<file path="config.mk">
export PLATFORM = sky130hd
export DESIGN_NAME = uc_multiciclo
export DESIGN_NICKNAME = d
export VERILOG_FILES = /design/src/rtl/uc_multiciclo.sv
export SDC_FILE = /design/constraint.sdc
export NUM_CORES = 1
export LEC_CHECK = 0
export BUFFER_PORTS_ARGS = -buffer_cell sky130_fd_sc_hd__buf_2
export CORE_MARGIN = 2
export CORE_UTILIZATION = 35
export CTS_CLUSTER_DIAMETER = 50
export DETAILED_ROUTE_END_ITERATION = 6
export GPL_TIMING_DRIVEN = 0
export PLACE_DENSITY = 0.64
export SKIP_LAST_GASP = 1
export SYNTH_ARGS = -nofsm -noshare
export SYNTH_HDL_FRONTEND = slang
export SYNTH_SLANG_ARGS = --single-unit
</file>
<file path="constraint.sdc">
create_clock -name clk -period 2 [get_ports clk]
set_clock_uncertainty 0.15 [all_clocks]
set_input_delay 0.3 -clock clk [delete_from_list [all_inputs] [get_ports clk]]
set_output_delay 0.3 -clock clk [all_outputs]
set_load 0.005 [all_outputs]
</file>
<file path="src/rtl/uc_multiciclo.sv">
// Multi-cycle control FSM for the RV32I datapath.
// One shared memory port, ready handshake, wait-timeout fault.
module uc_multiciclo #(
    parameter int WAIT_MAX = 255,
    parameter int CNT_W    = 8
) (
    input  logic       clk,
    input  logic       rst,
    input  logic [4:0] selector,
    input  logic       zero,
    input  logic       mem_ready,
    output logic       mem_req,
    output logic       mem_we,
    output logic       ir_write,
    output logic       pc_write,
    output logic       pc_src,
    output logic       branch,
    output logic       jump,
    output logic [1:0] imm_sel,
    output logic       lui_op,
    output logic       wd_src,
    output logic       alu_src,
    output logic       alu_op,
    output logic       mem2reg,
    output logic       reg_write_en,
    output logic [2:0] state,
    output logic       illegal,
    output logic       instr_retired
);

    localparam logic [2:0] S_FETCH  = 3'd0;
    localparam logic [2:0] S_DECODE = 3'd1;
    localparam logic [2:0] S_EXEC   = 3'd2;
    localparam logic [2:0] S_MEM    = 3'd3;
    localparam logic [2:0] S_WB     = 3'd4;
    localparam logic [2:0] S_FAULT  = 3'd7;

    localparam logic [4:0] OP_LOAD   = 5'b00000;
    localparam logic [4:0] OP_IMM    = 5'b00100;
    localparam logic [4:0] OP_STORE  = 5'b01000;
    localparam logic [4:0] OP_BRANCH = 5'b11000;
    localparam logic [4:0] OP_LUI    = 5'b01101;
    localparam logic [4:0] OP_JAL    = 5'b11011;

    localparam bit TMO_EN = (WAIT_MAX != 0);
    localparam logic [CNT_W-1:0] LIMIT =
        CNT_W'((WAIT_MAX > 0) ? (WAIT_MAX - 1) : 0);

    logic [2:0]       state_q, state_d;
    logic [CNT_W-1:0] cnt_q, cnt_d;
    logic             illegal_q, illegal_d;

    logic is_load, is_imm, is_store, is_branch, is_lui, is_jal, known;
    logic pending, timeout;

    logic       req_c, we_c, irw_c, pcw_c, br_c, jmp_c;
    logic       lui_c, wd_c, asrc_c, aop_c, m2r_c, rw_c, ret_c;
    logic [1:0] imm_c;

    assign is_load   = (selector == OP_LOAD);
    assign is_imm    = (selector == OP_IMM);
    assign is_store  = (selector == OP_STORE);
    assign is_branch = (selector == OP_BRANCH);
    assign is_lui    = (selector == OP_LUI);
    assign is_jal    = (selector == OP_JAL);
    assign known     = is_load | is_imm | is_store
                     | is_branch | is_lui | is_jal;

    always_comb begin
        req_c  = 1'b0;
        we_c   = 1'b0;
        irw_c  = 1'b0;
        pcw_c  = 1'b0;
        br_c   = 1'b0;
        jmp_c  = 1'b0;
        imm_c  = 2'b00;
        lui_c  = 1'b0;
        wd_c   = 1'b0;
        asrc_c = 1'b0;
        aop_c  = 1'b0;
        m2r_c  = 1'b0;
        rw_c   = 1'b0;
        ret_c  = 1'b0;
        case (state_q)
            S_FETCH: begin
                req_c = 1'b1;
                irw_c = mem_ready;
            end
            S_EXEC: begin
                if (is_load || is_imm) asrc_c = 1'b1;
                if (is_store) begin
                    asrc_c = 1'b1;
                    imm_c  = 2'b01;
                end
                if (is_branch) begin
                    br_c  = 1'b1;
                    imm_c = 2'b10;
                    aop_c = 1'b1;
                    pcw_c = 1'b1;
                    ret_c = 1'b1;
                end
                if (is_jal) imm_c = 2'b11;
            end
            S_MEM: begin
                req_c  = 1'b1;
                we_c   = is_store;
                asrc_c = 1'b1;
                imm_c  = is_store ? 2'b01 : 2'b00;
                if (is_store && mem_ready) begin
                    pcw_c = 1'b1;
                    ret_c = 1'b1;
                end
            end
            S_WB: begin
                rw_c  = 1'b1;
                pcw_c = 1'b1;
                ret_c = 1'b1;
                if (is_imm) begin
                    m2r_c  = 1'b1;
                    asrc_c = 1'b1;
                end
                if (is_lui) begin
                    lui_c = 1'b1;
                    wd_c  = 1'b1;
                end
                if (is_jal) begin
                    jmp_c = 1'b1;
                    wd_c  = 1'b1;
                    imm_c = 2'b11;
                end
            end
            default: ;
        endcase
    end

    // A request still unanswered after WAIT_MAX pending cycles is fatal.
    assign pending = req_c & ~mem_ready;
    assign timeout = TMO_EN && pending && (cnt_q == LIMIT);

    always_comb begin
        state_d   = state_q;
        illegal_d = illegal_q;
        cnt_d     = pending ? cnt_q + 1'b1 : '0;
        case (state_q)
            S_FETCH: begin
                if (timeout)        state_d = S_FAULT;
                else if (mem_ready) state_d = S_DECODE;
            end
            S_DECODE: begin
                if (is_lui)     state_d = S_WB;
                else if (known) state_d = S_EXEC;
                else            state_d = S_FAULT;
            end
            S_EXEC: begin
                if (is_branch)                state_d = S_FETCH;
                else if (is_load || is_store) state_d = S_MEM;
                else if (is_imm || is_jal)    state_d = S_WB;
                else                          state_d = S_FAULT;
            end
            S_MEM: begin
                if (timeout)        state_d = S_FAULT;
                else if (mem_ready) state_d = is_store ? S_FETCH : S_WB;
            end
            S_WB:    state_d = S_FETCH;
            default: state_d = S_FAULT;
        endcase
        if (state_d == S_FAULT) illegal_d = 1'b1;
    end

    always_ff @(posedge clk) begin
        if (rst) begin
            state_q   <= S_FETCH;
            cnt_q     <= '0;
            illegal_q <= 1'b0;
        end else begin
            state_q   <= state_d;
            cnt_q     <= cnt_d;
            illegal_q <= illegal_d;
        end
    end

    assign mem_req       = ~rst & req_c;
    assign mem_we        = ~rst & we_c;
    assign ir_write      = ~rst & irw_c;
    assign pc_write      = ~rst & pcw_c;
    assign pc_src        = ~rst & ((br_c & zero) | jmp_c);
    assign branch        = ~rst & br_c;
    assign jump          = ~rst & jmp_c;
    assign imm_sel       = rst ? 2'b00 : imm_c;
    assign lui_op        = ~rst & lui_c;
    assign wd_src        = ~rst & wd_c;
    assign alu_src       = ~rst & asrc_c;
    assign alu_op        = ~rst & aop_c;
    assign mem2reg       = ~rst & m2r_c;
    assign reg_write_en  = ~rst & rw_c;
    assign state         = rst ? 3'd0 : state_q;
    assign illegal       = ~rst & illegal_q;
    assign instr_retired = ~rst & ret_c;

endmodule

</file>
==> key figures, run 1 <==
Run status
  – Status: completed

Timing
  – Fin crit period: 1900 ps
  – Hold Slack: 282 ps
  – Final Max Tran Viols: 0
  – Least-Margin Pin Slew: around 500 ps
  – Final critical-path share of the clock period: 95.1%
  – Fin Setup TNS: 0 ps
  – Max_slew headroom: between 60% and 70%
  – Final Hold Fails: 0
  – Final Setup Violations: 0
  – Final worst slack: roughly 98 ps
  – Fmax: approximately 530 MHz
  – RSZ-0062 raised after global routing: yes

Setup path
  – Critical Path RT: 1550 ps
  – Critical path endpoint category: output pin
  – Worst path cell trace: clkbuf_8, nor2_1, and3_1, o21ai_0, a21oi_1, buf_2
  – Worst endpoint data arrival time: approximately 1500 ps
  – Slowest CP cell: dfxtp_2
  – CP max FO: 10
  – Max stage delay on crit path: between 300 and 400 ps
  – Worst setup SP type: flop
  – Worst Setup Path Type: reg -> out

Final layout
  – Share of cells above drive strength 1: a little over a third
  – Layout Nets: 166
  – Antenna fix cells: 0
  – Fin cells: 183
  – Area added between synthesis and finish: 31.7%
  – Fillcell total: 261

Yosys
  – Mapped Avg Cell Area: roughly 7.6 um2
  – Seq/Total Area, Yosys: a little over a quarter
  – EDFF count, synth: 0
  – Synth Area in Adders: 2.73%
  – Largest family of logic cells by synthesized area: simple AND/OR/NAND/NOR gates
  – Cell Area, Synth: roughly 900 um2
  – Synth warn: 0
  – Synthesized instance count: 120
  – Multiplexer share of the synthesized area: under 10%
  – Yosys reg bits: 12
  – Distinct cells, synth: 46
  – Synth Area in XOR/XNOR: under 10%
  – Asr flop ratio synth: 0%
  – Ys flop type: dfxtp_1
  – Syn Nets: around 130
  – Compound-Gate Fraction of Synth Area: around 17%
  – Synth Area in Simple Gates: 39.2%

Drt
  – DR vias: approximately 980
  – Pre-Repair DR Iteration Count: 4
  – Top Layer Used: met4
  – WL/cell: about 13 um
  – 1st-iter DRT viols: 14
  – Via/cell ratio: 5.36
  – DRC errors left: 0
  – DR WL met3: roughly 140 um
  – Antenna-violating nets left: 0
  – DR WL met2: around 1100 um
  – DRT met1 WL: roughly 1000 um
  – Routed Wire Length: ~2300 um

Die
  – Die H: roughly 55 um
  – Die ar.: 0.00305 mm2
  – I/O Pins: 29
  – Starting Density: 37.0%
  – Core ar.: roughly 0.0025 mm2
  – Site Rows: 18
  – Die X: roughly 55 um

Flow run
  – Max-Cap Viols: 0

Power and ir drop
  – Worst VDD drop: 0.567 mV
  – Pwr/cell area: slightly above 900 mW/mm2
  – P_leak: 0.000551 uW
  – PnR Total Power: 1100 uW

Global routing
  – Total GRT Usage: 15.7%
  – First-pass GRT wire length: 3470 um
  – Vias in the first global route: roughly 850
  – Initial antenna violation count: 0
  – Grt total ovfl: 0
  – Largest net degree at the start of global routing: 11

Placement
  – Placed Instances: ~180
  – Post-DP HPWL: approximately 1800 um
  – Routability-driven placement congestion ratio: between 0.8 and 0.9
  – IO Port Bufs: 26
  – Setup WS pre-CTS: -84.8 ps

CTS
  – Worst-path clk slew: roughly 60 ps
  – Cts bufs inserted: 3
  – Clock sink total: 12
  – CTS Hold Bufs: 0
  – CTS Buffer Depth: 2
  – Worst skew pair latency: ~260 ps
  – TritonCTS clock tree: yes
  – CTS H-Tree Depth: 1
  – Clk root buf: clkbuf_4

Worst hold path
  – Min-Delay Path Class: in -> reg
logic make-up after synthesis:
kind of cell	after synthesis
simple gates	64
compound gates	22
buf+inv	12
flops	12
xor+xnor	7
fa+ha+maj	2
mux	1
Yosys cell counts, types with 2 or more instances:
cell type / instances / share of area, %
clkbuf_1: 3 / 1.2
dfxtp_1: 12 / 26
nor2_1: 17 / 7.0
and3_1: 6 / 4.1
inv_1: 3 / 1.2
a21oi_1: 5 / 2.7
nand2_1: 7 / 2.9
or4_1: 2 / 1.6
nand4_1: 2 / 1.4
ha_1: 2 / 2.7
nand3_1: 4 / 2.2
xnor2_1: 2 / 1.9
nor2b_1: 9 / 6.1
nor4_1: 2 / 1.4
nand2b_1: 3 / 2.0
o21ai_0: 4 / 2.2
buf_4: 3 / 2.5
xor2_1: 5 / 4.8
a21o_1: 2 / 1.6
timing repair:
action / CTS / global route
setup buffers: 0 / 4
setup endpoints to repair: 10 / 10
pin swaps: 0 / 2
gates resized for setup: 11 / 13
placed cells by master, fill, tap and decap left out, types with 3 or more instances in the layout:
| cell | Yosys | final |
|---|---|---|
| clkbuf_4 | 0 | 3 |
| buf_2 | 1 | 27 |
| xor2_1 | 5 | 5 |
| nor2b_1 | 9 | 7 |
| nand2_1 | 7 | 6 |
| nor2_1 | 17 | 17 |
| a21oi_1 | 5 | 4 |
| buf_4 | 3 | 8 |
| dfxtp_1 | 12 | 10 |
| inv_1 | 3 | 3 |
| nand3_1 | 4 | 4 |
| o21ai_0 | 4 | 4 |
| and3_1 | 6 | 6 |
state kept, by name, indices dropped and copies added (netlist names):
signal	count
cnt_q	8
state_q	3
illegal_q	1
stage by stage:
step | utilization [%] | instance area (um2)
detailed placement | 43.8 | 1080
global placement | 43.8 | 1080
floorplan | - | 917
CTS | 46.5 | 1150
global route | 48.7 | 1210
finish | 48.7 | 1210
worst paths after layout:
path | start | end | slack [ps] | cells after the start
hold reg to reg | cnt_q[0]$_SDFF_PP0_ | cnt_q[0]$_SDFF_PP0_ | 340 | 1
setup / recovery | state_q[0]$_SDFF_PP0_ | alu_src | 100 | 6
hold / removal | rst | illegal_q$_SDFFE_PP0N_ | 280 | 3
setup reg to reg | state_q[0]$_SDFF_PP0_ | illegal_q$_SDFFE_PP0N_ | 110 | 6
critical path: cells and delay by family, from the launching register on:
| family | cells | cell delay (ps) |
|---|---|---|
| AO/OA/AOI/OAI | 2 | 210 |
| buffers and inverters | 2 | 290 |
| flip-flops | 1 | 350 |
| AND/OR/NAND/NOR | 2 | 340 |
metal layers:
| metal | vias to the layer above | GRT usage [%] |
|---|---|---|
| met1 | 445 | 16.9 |
| met2 | 33 | 29.2 |
| met3 | 2 | 5.11 |
| met4 | 0 | 4.07 |
| met5 | - | 0 |
| li1 | 501 | - |
power breakdown:
| part | internal, uW | switching (uW) |
|---|---|---|
| Sequential | 288 | 39.4 |
| Combinational | 308 | 328 |
| Clock | 69.5 | 67.4 |
| Total | 666 | 434 |
area by class of cell:
class	instances	area (um2)	area share, %
Inverter	3	11.3	0.933
Buffer	9	75.1	6.22
Timing Repair Buffer	30	160	13.3
Tap cell	30	37.5	3.11
Sequential cell	12	243	20.1
Multi-Input combinational cell	96	658	54.5
Clock buffer	3	22.5	1.87
Power figures use the tool's default switching activity.
==> run 2, diff against run 1 <==
--- a/config.mk
+++ b/config.mk
@@ -9,9 +9,10 @@
 export CORE_MARGIN = 2
 export CORE_UTILIZATION = 35
 export CTS_CLUSTER_DIAMETER = 50
+export CTS_CLUSTER_SIZE = 20
 export DETAILED_ROUTE_END_ITERATION = 6
 export GPL_TIMING_DRIVEN = 0
-export PLACE_DENSITY = 0.64
+export PLACE_DENSITY_LB_ADDON = 0.3
 export SKIP_LAST_GASP = 1
 export SYNTH_ARGS = -nofsm -noshare
 export SYNTH_HDL_FRONTEND = slang
==> constraint.sdc (replaced) <==
create_clock -name clk -period 2 [get_ports clk]
set_clock_uncertainty 0.15 [all_clocks]
set_input_delay 0.3 -clock clk [delete_from_list [all_inputs] [get_ports clk]]
set_output_delay 0.3 -clock clk [all_outputs]
set_load 0.05 [all_outputs]
==> key figures, run 2 (synthesis results as in run 1) <==
Power and ir drop
  – Gate power share: 68.2% (was 57.8%)
  – Sw frac: 46.1% (was 39.5%)
  – Pwr/cell area: 1080 mW/mm2 (was 911 mW/mm2)
  – P_leak: 0.000597 uW (was 0.000551 uW)
  – Clock power frac: 9.3% (was 12.4%)
  – Sw Pwr: 713 uW (was 434 uW)
  – Reg power frac: 22.4% (was 29.8%)
  – PnR Total Power: 1550 uW (was 1100 uW)
  – Power Internal: 833 uW (was 666 uW)
  – Worst VDD drop: 0.757 mV (was 0.567 mV)

Die
  – Die ar.: 0.00305 mm2 (unchanged)
  – I/O Pins: 29 (unchanged)
  – Starting Density: 37.0% (unchanged)
  – Core ar.: 0.00248 mm2 (unchanged)
  – Die H: 55.2 um (unchanged)
  – Site Rows: 18 (unchanged)
  – Die X: 55.2 um (unchanged)

Timing
  – Fmax: 502 MHz (was 526 MHz)
  – Final critical-path share of the clock period: 99.6% (was 95.1%)
  – Final Max Tran Viols: 0 (unchanged)
  – Final Hold Fails: 0 (unchanged)
  – Final Setup Violations: 0 (unchanged)
  – Least-Margin Pin Slew: 764 ps (was 495 ps)
  – RSZ-0062 raised after global routing: yes (unchanged)
  – Hold Slack: 278 ps (was 282 ps)
  – Max_slew headroom: 49.0% (was 67.0%)
  – Fin Setup TNS: 0 ps (unchanged)
  – Fin crit period: 1990 ps (was 1900 ps)

CTS
  – Cts bufs inserted: 3 (unchanged)
  – CTS Hold Bufs: 0 (unchanged)
  – Clock sink total: 12 (unchanged)
  – CTS H-Tree Depth: 1 (unchanged)
  – CTS Buffer Depth: 2 (unchanged)
  – TritonCTS clock tree: yes (unchanged)
  – Worst-path clk slew: 70 ps (was 60 ps)
  – Worst skew pair latency: 270 ps (was 260 ps)
  – Clk root buf: clkbuf_4 (unchanged)

Drt
  – 1st-iter DRT viols: 20 (was 14)
  – WL/cell: 13.9 um (was 12.5 um)
  – DRC errors left: 0 (unchanged)
  – Via/cell ratio: 5.43 (was 5.36)
  – Routed Wire Length: 2610 um (was 2290 um)
  – DR vias: 1021 (was 981)
  – Antenna-violating nets left: 0 (unchanged)
  – Pre-Repair DR Iteration Count: 4 (unchanged)

Global routing
  – Busiest grt layer: met2 (unchanged)
  – Vias in the first global route: 847 (unchanged)
  – Met2 Use GR: 28.4% (was 29.2%)
  – Total GRT Usage: 17.1% (was 15.7%)
  – Largest net degree at the start of global routing: 11 (unchanged)
  – Initial antenna violation count: 0 (unchanged)
  – Met3 Resource Use GR: 5.38% (was 5.11%)
  – First-pass GRT wire length: 3650 um (was 3470 um)
  – Grt total ovfl: 0 (unchanged)
  – Grt met1 use: 19.8% (was 16.9%)

Setup path
  – Worst Setup Path Type: in -> out (was reg -> out)
  – Top cell by count, worst path: nand2_2
  – Max stage delay on crit path: 320 ps (was 350 ps)
  – Crit-path leading delay family: simple AND/OR/NAND/NOR gates (was flip-flops)
  – Worst path cell trace: buf_2, and3b_2, nand2_2, o22ai_2, nand2_2, a21oi_4, buf_6, buf_8 (was clkbuf_8, nor2_1, and3_1, o21ai_0, a21oi_1, buf_2)
  – Crit. path cell count: 8 (was 6)
  – Worst r2r path cells: 7 (was 6)
  – CP max FO: 7 (was 10)
  – FF-to-FF Start: state_q[1]$_SDFF_PP0_ (was state_q[0]$_SDFF_PP0_)
  – Worst setup SP type: primary input (was flop)
  – CP startpoint: selector[2] (was state_q[0]$_SDFF_PP0_)
  – Critical Path RT: 1550 ps (about the same)
  – Worst endpoint data arrival time: 1540 ps (was 1450 ps)
  – Slowest CP cell: and3b_2 (was dfxtp_2)
  – Critical path buffers and inverters: 3 (was 2)
  – Critical path endpoint category: output pin (unchanged)

Final layout
  – Commonest cells after routing, fill and taps aside: buf_2 (18), buf_4 (13), nor2_1 (12), dfxtp_1 (9), buf_6 (8) (was buf_2 (27), nor2_1 (17), dfxtp_1 (10), buf_4 (8), nor2b_1 (7))
  – Share of cells above drive strength 1: 49.4% (was 35.3%)
  – Area added between synthesis and finish: 56.2% (was 31.7%)
  – Fillcell total: 211 (was 261)
  – Max reg flops: 8 (unchanged)
  – Biggest registers after layout: cnt_q x8, state_q x3, illegal_q x1 (unchanged)
  – Antenna fix cells: 0 (unchanged)
  – Top reg by flops: cnt_q (unchanged)
  – Layout Nets: 171 (was 166)
  – Most common cell after layout, fill and taps aside: buf_2 (unchanged)
  – Final instance area: 0.00143 mm2 (was 0.00121 mm2)

Worst hold path
  – Hold depth: 3 (unchanged)
  – Hold path start: rst (unchanged)
  – Min-Delay Path Class: in -> reg (unchanged)

Placement
  – Routability-driven placement congestion ratio: 0.827 (was 0.812)
  – Post-DP HPWL: 1800 um (was 1760 um)
  – Placed inst area: 0.00121 mm2 (was 0.00108 mm2)
  – IO Port Bufs: 26 (unchanged)

Flow run
  – Max-Cap Viols: 0 (unchanged)

Run status
  – Status: completed (unchanged)
-- run 2: metal layers --
| metal | wire, um | part of all wire, % | vias to the layer above |
|---|---|---|---|
| li1 | - | - | 506 |
| met3 | 135 | 5.2 | 6 |
| met4 | 52 | 2.0 | 0 |
| met2 | 1270 | 49 | 31 |
| met1 | 1150 | 44 | 478 |
| met5 | 0 | 0 | - |
-- run 2: final timing paths --
check                           slack, ps                      to
worst max-delay path                    8                pc_write
worst max register to register         70  illegal_q$_SDFFE_PP0N_
worst min register to register        350     cnt_q[0]$_SDFF_PP0_
worst min-delay path                  280  illegal_q$_SDFFE_PP0N_
-- run 2: layout make-up --
type	count	area [um2]	share of cell area [%]
buffer	9	100	6.99
clock buffer	3	22.5	1.57
inverter	3	15.0	1.05
multi-input combinational	96	762	53.2
sequential	12	249	17.4
tap	30	37.5	2.62
timing repair buffer	35	246	17.2
-- run 2: repair_timing --
item / in CTS / in global routing
gates resized for setup: 25 / 17
setup buffers: 2 / 7
pin swaps: 3 / 5
endpoints found under the hold margin: 0 / 0
gates cloned: 0 / 0
setup endpoints to repair: 15 / 13
-- run 2: stage by stage --
stage	setup slack, ps	util (%)	instances
floorplan	-327	-	120
global placement	-155	48.8	176
detailed placement	-150	48.8	176
CTS	-26.4	53.8	181
global route	-49.5	57.8	188
finish	7.53	57.8	188
-- run 2: tightest hold or removal path, stage by stage --
cell and delay [ps]:
buf_2 140, nor2b_1 70, a21o_1 150
-- run 2: power by group through the flow --
stage | clock [uW] | sequential [uW] | combinational (uW)
2_1_floorplan | 0 | 315 | 657
3_3_place_gp | 0 | 323 | 798
3_5_place_dp | 0 | 325 | 796
4_1_cts | 151 | 329 | 897
5_1_grt | 164 | 354 | 1120
6_report | 145 | 347 | 1050
==> run 3, diff against run 2 <==
--- a/config.mk
+++ b/config.mk
@@ -6,13 +6,13 @@
 export NUM_CORES = 1
 export LEC_CHECK = 0
 export BUFFER_PORTS_ARGS = -buffer_cell sky130_fd_sc_hd__buf_2
-export CORE_MARGIN = 2
 export CORE_UTILIZATION = 35
 export CTS_CLUSTER_DIAMETER = 50
 export CTS_CLUSTER_SIZE = 20
 export DETAILED_ROUTE_END_ITERATION = 6
 export GPL_TIMING_DRIVEN = 0
 export PLACE_DENSITY_LB_ADDON = 0.3
+export SETUP_SLACK_MARGIN = 0.02
 export SKIP_LAST_GASP = 1
 export SYNTH_ARGS = -nofsm -noshare
 export SYNTH_HDL_FRONTEND = slang
==> key figures, run 3 (synthesis results as in run 1) <==
Timing
  – Final Setup Violations: 0 (unchanged)
  – Final critical-path share of the clock period: 98.7% (was 99.6%)
  – Least-Margin Pin Slew: 793 ps (was 764 ps)
  – Fmax: 507 MHz (was 502 MHz)
  – RSZ-0062 raised after global routing: yes (unchanged)
  – Final worst slack: 27.0 ps (was 7.53 ps)
  – Final Max Tran Viols: 0 (unchanged)
  – Hold Slack: 279 ps (was 278 ps)
  – Final Hold Fails: 0 (unchanged)
  – Max_slew headroom: 47.1% (was 49.0%)
  – Fin crit period: 1970 ps (was 1990 ps)

Global routing
  – Grt total ovfl: 0 (unchanged)
  – First-pass GRT wire length: 3730 um (was 3650 um)
  – Initial antenna violation count: 0 (unchanged)
  – Largest net degree at the start of global routing: 11 (unchanged)
  – Total GRT Usage: 18.0% (was 17.1%)
  – Vias in the first global route: 857 (was 847)

Final layout
  – Share of cells above drive strength 1: 47.4% (was 49.4%)
  – Area added between synthesis and finish: 53.2% (was 56.2%)
  – Most common cell after layout, fill and taps aside: buf_2 (unchanged)
  – Layout Nets: 167 (was 171)
  – Antenna fix cells: 0 (unchanged)
  – Final instance area: 0.00141 mm2 (was 0.00143 mm2)
  – Fillcell total: 219 (was 211)
  – Fin cells: 184 (was 188)
  – Top reg by flops: cnt_q (unchanged)
  – Max reg flops: 8 (unchanged)
  – Biggest registers after layout: cnt_q x8, state_q x3, illegal_q x1 (unchanged)
  – Commonest cells after routing, fill and taps aside: buf_2 (18), nor2_1 (13), buf_6 (9), dfxtp_1 (9), buf_4 (8) (was buf_2 (18), buf_4 (13), nor2_1 (12), dfxtp_1 (9), buf_6 (8))

Worst hold path
  – Hold EP: illegal_q$_SDFFE_PP0N_ (unchanged)
  – Hold depth: 3 (unchanged)
  – Min-Delay Path Class: in -> reg (unchanged)
  – Hold path start: rst (unchanged)

CTS
  – Clock sink total: 12 (unchanged)
  – Cts bufs inserted: 3 (unchanged)
  – CTS Buffer Depth: 2 (unchanged)
  – Worst-path clk slew: 60 ps (was 70 ps)
  – Clk root buf: clkbuf_4 (unchanged)
  – TritonCTS clock tree: yes (unchanged)
  – CTS H-Tree Depth: 1 (unchanged)
  – Worst skew pair latency: 270 ps (about the same)
  – CTS Hold Bufs: 0 (unchanged)

Setup path
  – Critical Path RT: 1550 ps (about the same)
  – R2r endpoint: illegal_q$_SDFFE_PP0N_ (unchanged)
  – Critical path buffers and inverters: 2 (was 3)
  – Worst path cell trace: buf_8, nor2b_4, a21boi_2, o21ai_1, a21oi_2, buf_6 (was buf_2, and3b_2, nand2_2, o22ai_2, nand2_2, a21oi_4, buf_6, buf_8)
  – Worst endpoint data arrival time: 1520 ps (was 1540 ps)
  – Worst setup SP type: flop (was primary input)
  – Slowest CP cell: dfxtp_2 (was and3b_2)
  – Max stage delay on crit path: 330 ps (was 320 ps)
  – Worst Setup Path Type: reg -> out (was in -> out)
  – Worst r2r path cells: 7 (unchanged)
  – Crit-path leading delay family: compound AO/OA/AOI/OAI gates (was simple AND/OR/NAND/NOR gates)
  – Critical path endpoint category: output pin (unchanged)
  – FF-to-FF Start: state_q[1]$_SDFF_PP0_ (unchanged)
  – CP max FO: 10 (was 7)
  – Reg2Reg Setup Slack: 100 ps (was 70 ps)

Run status
  – Status: completed (unchanged)

Drt
  – DR vias: 999 (was 1021)
  – Antenna-violating nets left: 0 (unchanged)
  – WL/cell: 12.8 um (was 13.9 um)
  – Pre-Repair DR Iteration Count: 4 (unchanged)
  – Via/cell ratio: 5.43 (about the same)
  – 1st-iter DRT viols: 12 (was 20)
  – Routed Wire Length: 2360 um (was 2610 um)
  – DRC errors left: 0 (unchanged)

Die
  – Site Rows: 18 (unchanged)
  – Die X: 53.2 um (was 55.2 um)
  – Die ar.: 0.00283 mm2 (was 0.00305 mm2)
  – Core ar.: 0.00248 mm2 (unchanged)
  – Starting Density: 37.0% (unchanged)
  – I/O Pins: 29 (unchanged)
  – Die H: 53.2 um (was 55.2 um)

Placement
  – Placed Instances: 176 (unchanged)
  – Setup WS pre-CTS: -167 ps (was -150 ps)
  – Post-DP HPWL: 1800 um (about the same)
  – Placed inst area: 0.00121 mm2 (unchanged)
  – IO Port Bufs: 26 (unchanged)
  – Routability-driven placement congestion ratio: 0.835 (was 0.827)

Flow run
  – Max-Cap Viols: 0 (unchanged)

Power and ir drop
  – Worst VDD drop: 0.724 mV (was 0.757 mV)
  – P_leak: 0.000573 uW (was 0.000597 uW)
  – Pwr/cell area: 1030 mW/mm2 (was 1080 mW/mm2)
  – PnR Total Power: 1450 uW (was 1550 uW)
## run 3: how the worst max path moves through the flow
stage	from	to	slack, ps	cells past startpoint
after CTS	state_q[2]$_SDFF_PP0_	alu_src	10	6
after detailed placement	selector[4]	pc_write	-170	8
final	state_q[2]$_SDFF_PP0_	alu_src	30	6
after global routing	state_q[2]$_SDFF_PP0_	alu_src	-70	6
after global placement	selector[4]	pc_write	-170	8
after floorplan	state_q[2]$_SDFF_PP0_	pc_src	-330	5
## run 3: area by class of cell
class / instances / area (um2) / area share, %
multi-input combinational: 96 / 762 / 54.2
sequential: 12 / 249 / 17.7
inverter: 3 / 15.0 / 1.07
timing repair buffer: 31 / 220 / 15.7
buffer: 9 / 98.8 / 7.03
tap: 30 / 37.5 / 2.67
clock buffer: 3 / 22.5 / 1.60
## run 3: power by group
| group | switching [uW] | internal [uW] |
|---|---|---|
| Sequential | 45.9 | 298 |
| Combinational | 558 | 407 |
| Clock | 75.1 | 69.8 |
## run 3: per-stage QoR
stage | utilization (%) | TNS [ps]
finish | 56.7 | 0
CTS | 53.8 | 0
global route | 56.7 | -243
detailed placement | 48.8 | -418
global placement | 48.8 | -455
floorplan | - | -432
## run 3: routing by layer
metal,routed length [um],global-route usage (%),up-vias,share of wire [%]
met5,0,0,-,0
li1,-,-,498,-
met3,121,3.45,2,5.1
met1,1050,22.4,472,44
met4,17,3.95,0,0.72
met2,1180,31.6,27,50
## run 3: repair_timing
item,4_1_cts,5_1_grt
gates cloned,0,0
setup buffers,2,3
endpoints found under the setup margin,15,11
gates resized for setup,26,15
pin swaps,2,2
## run 3: tightest hold or removal path, delay by kind of cell
kind            cells  cell delay, ps
buf+inv             1             140
compound gates      1             140
simple gates        1              70
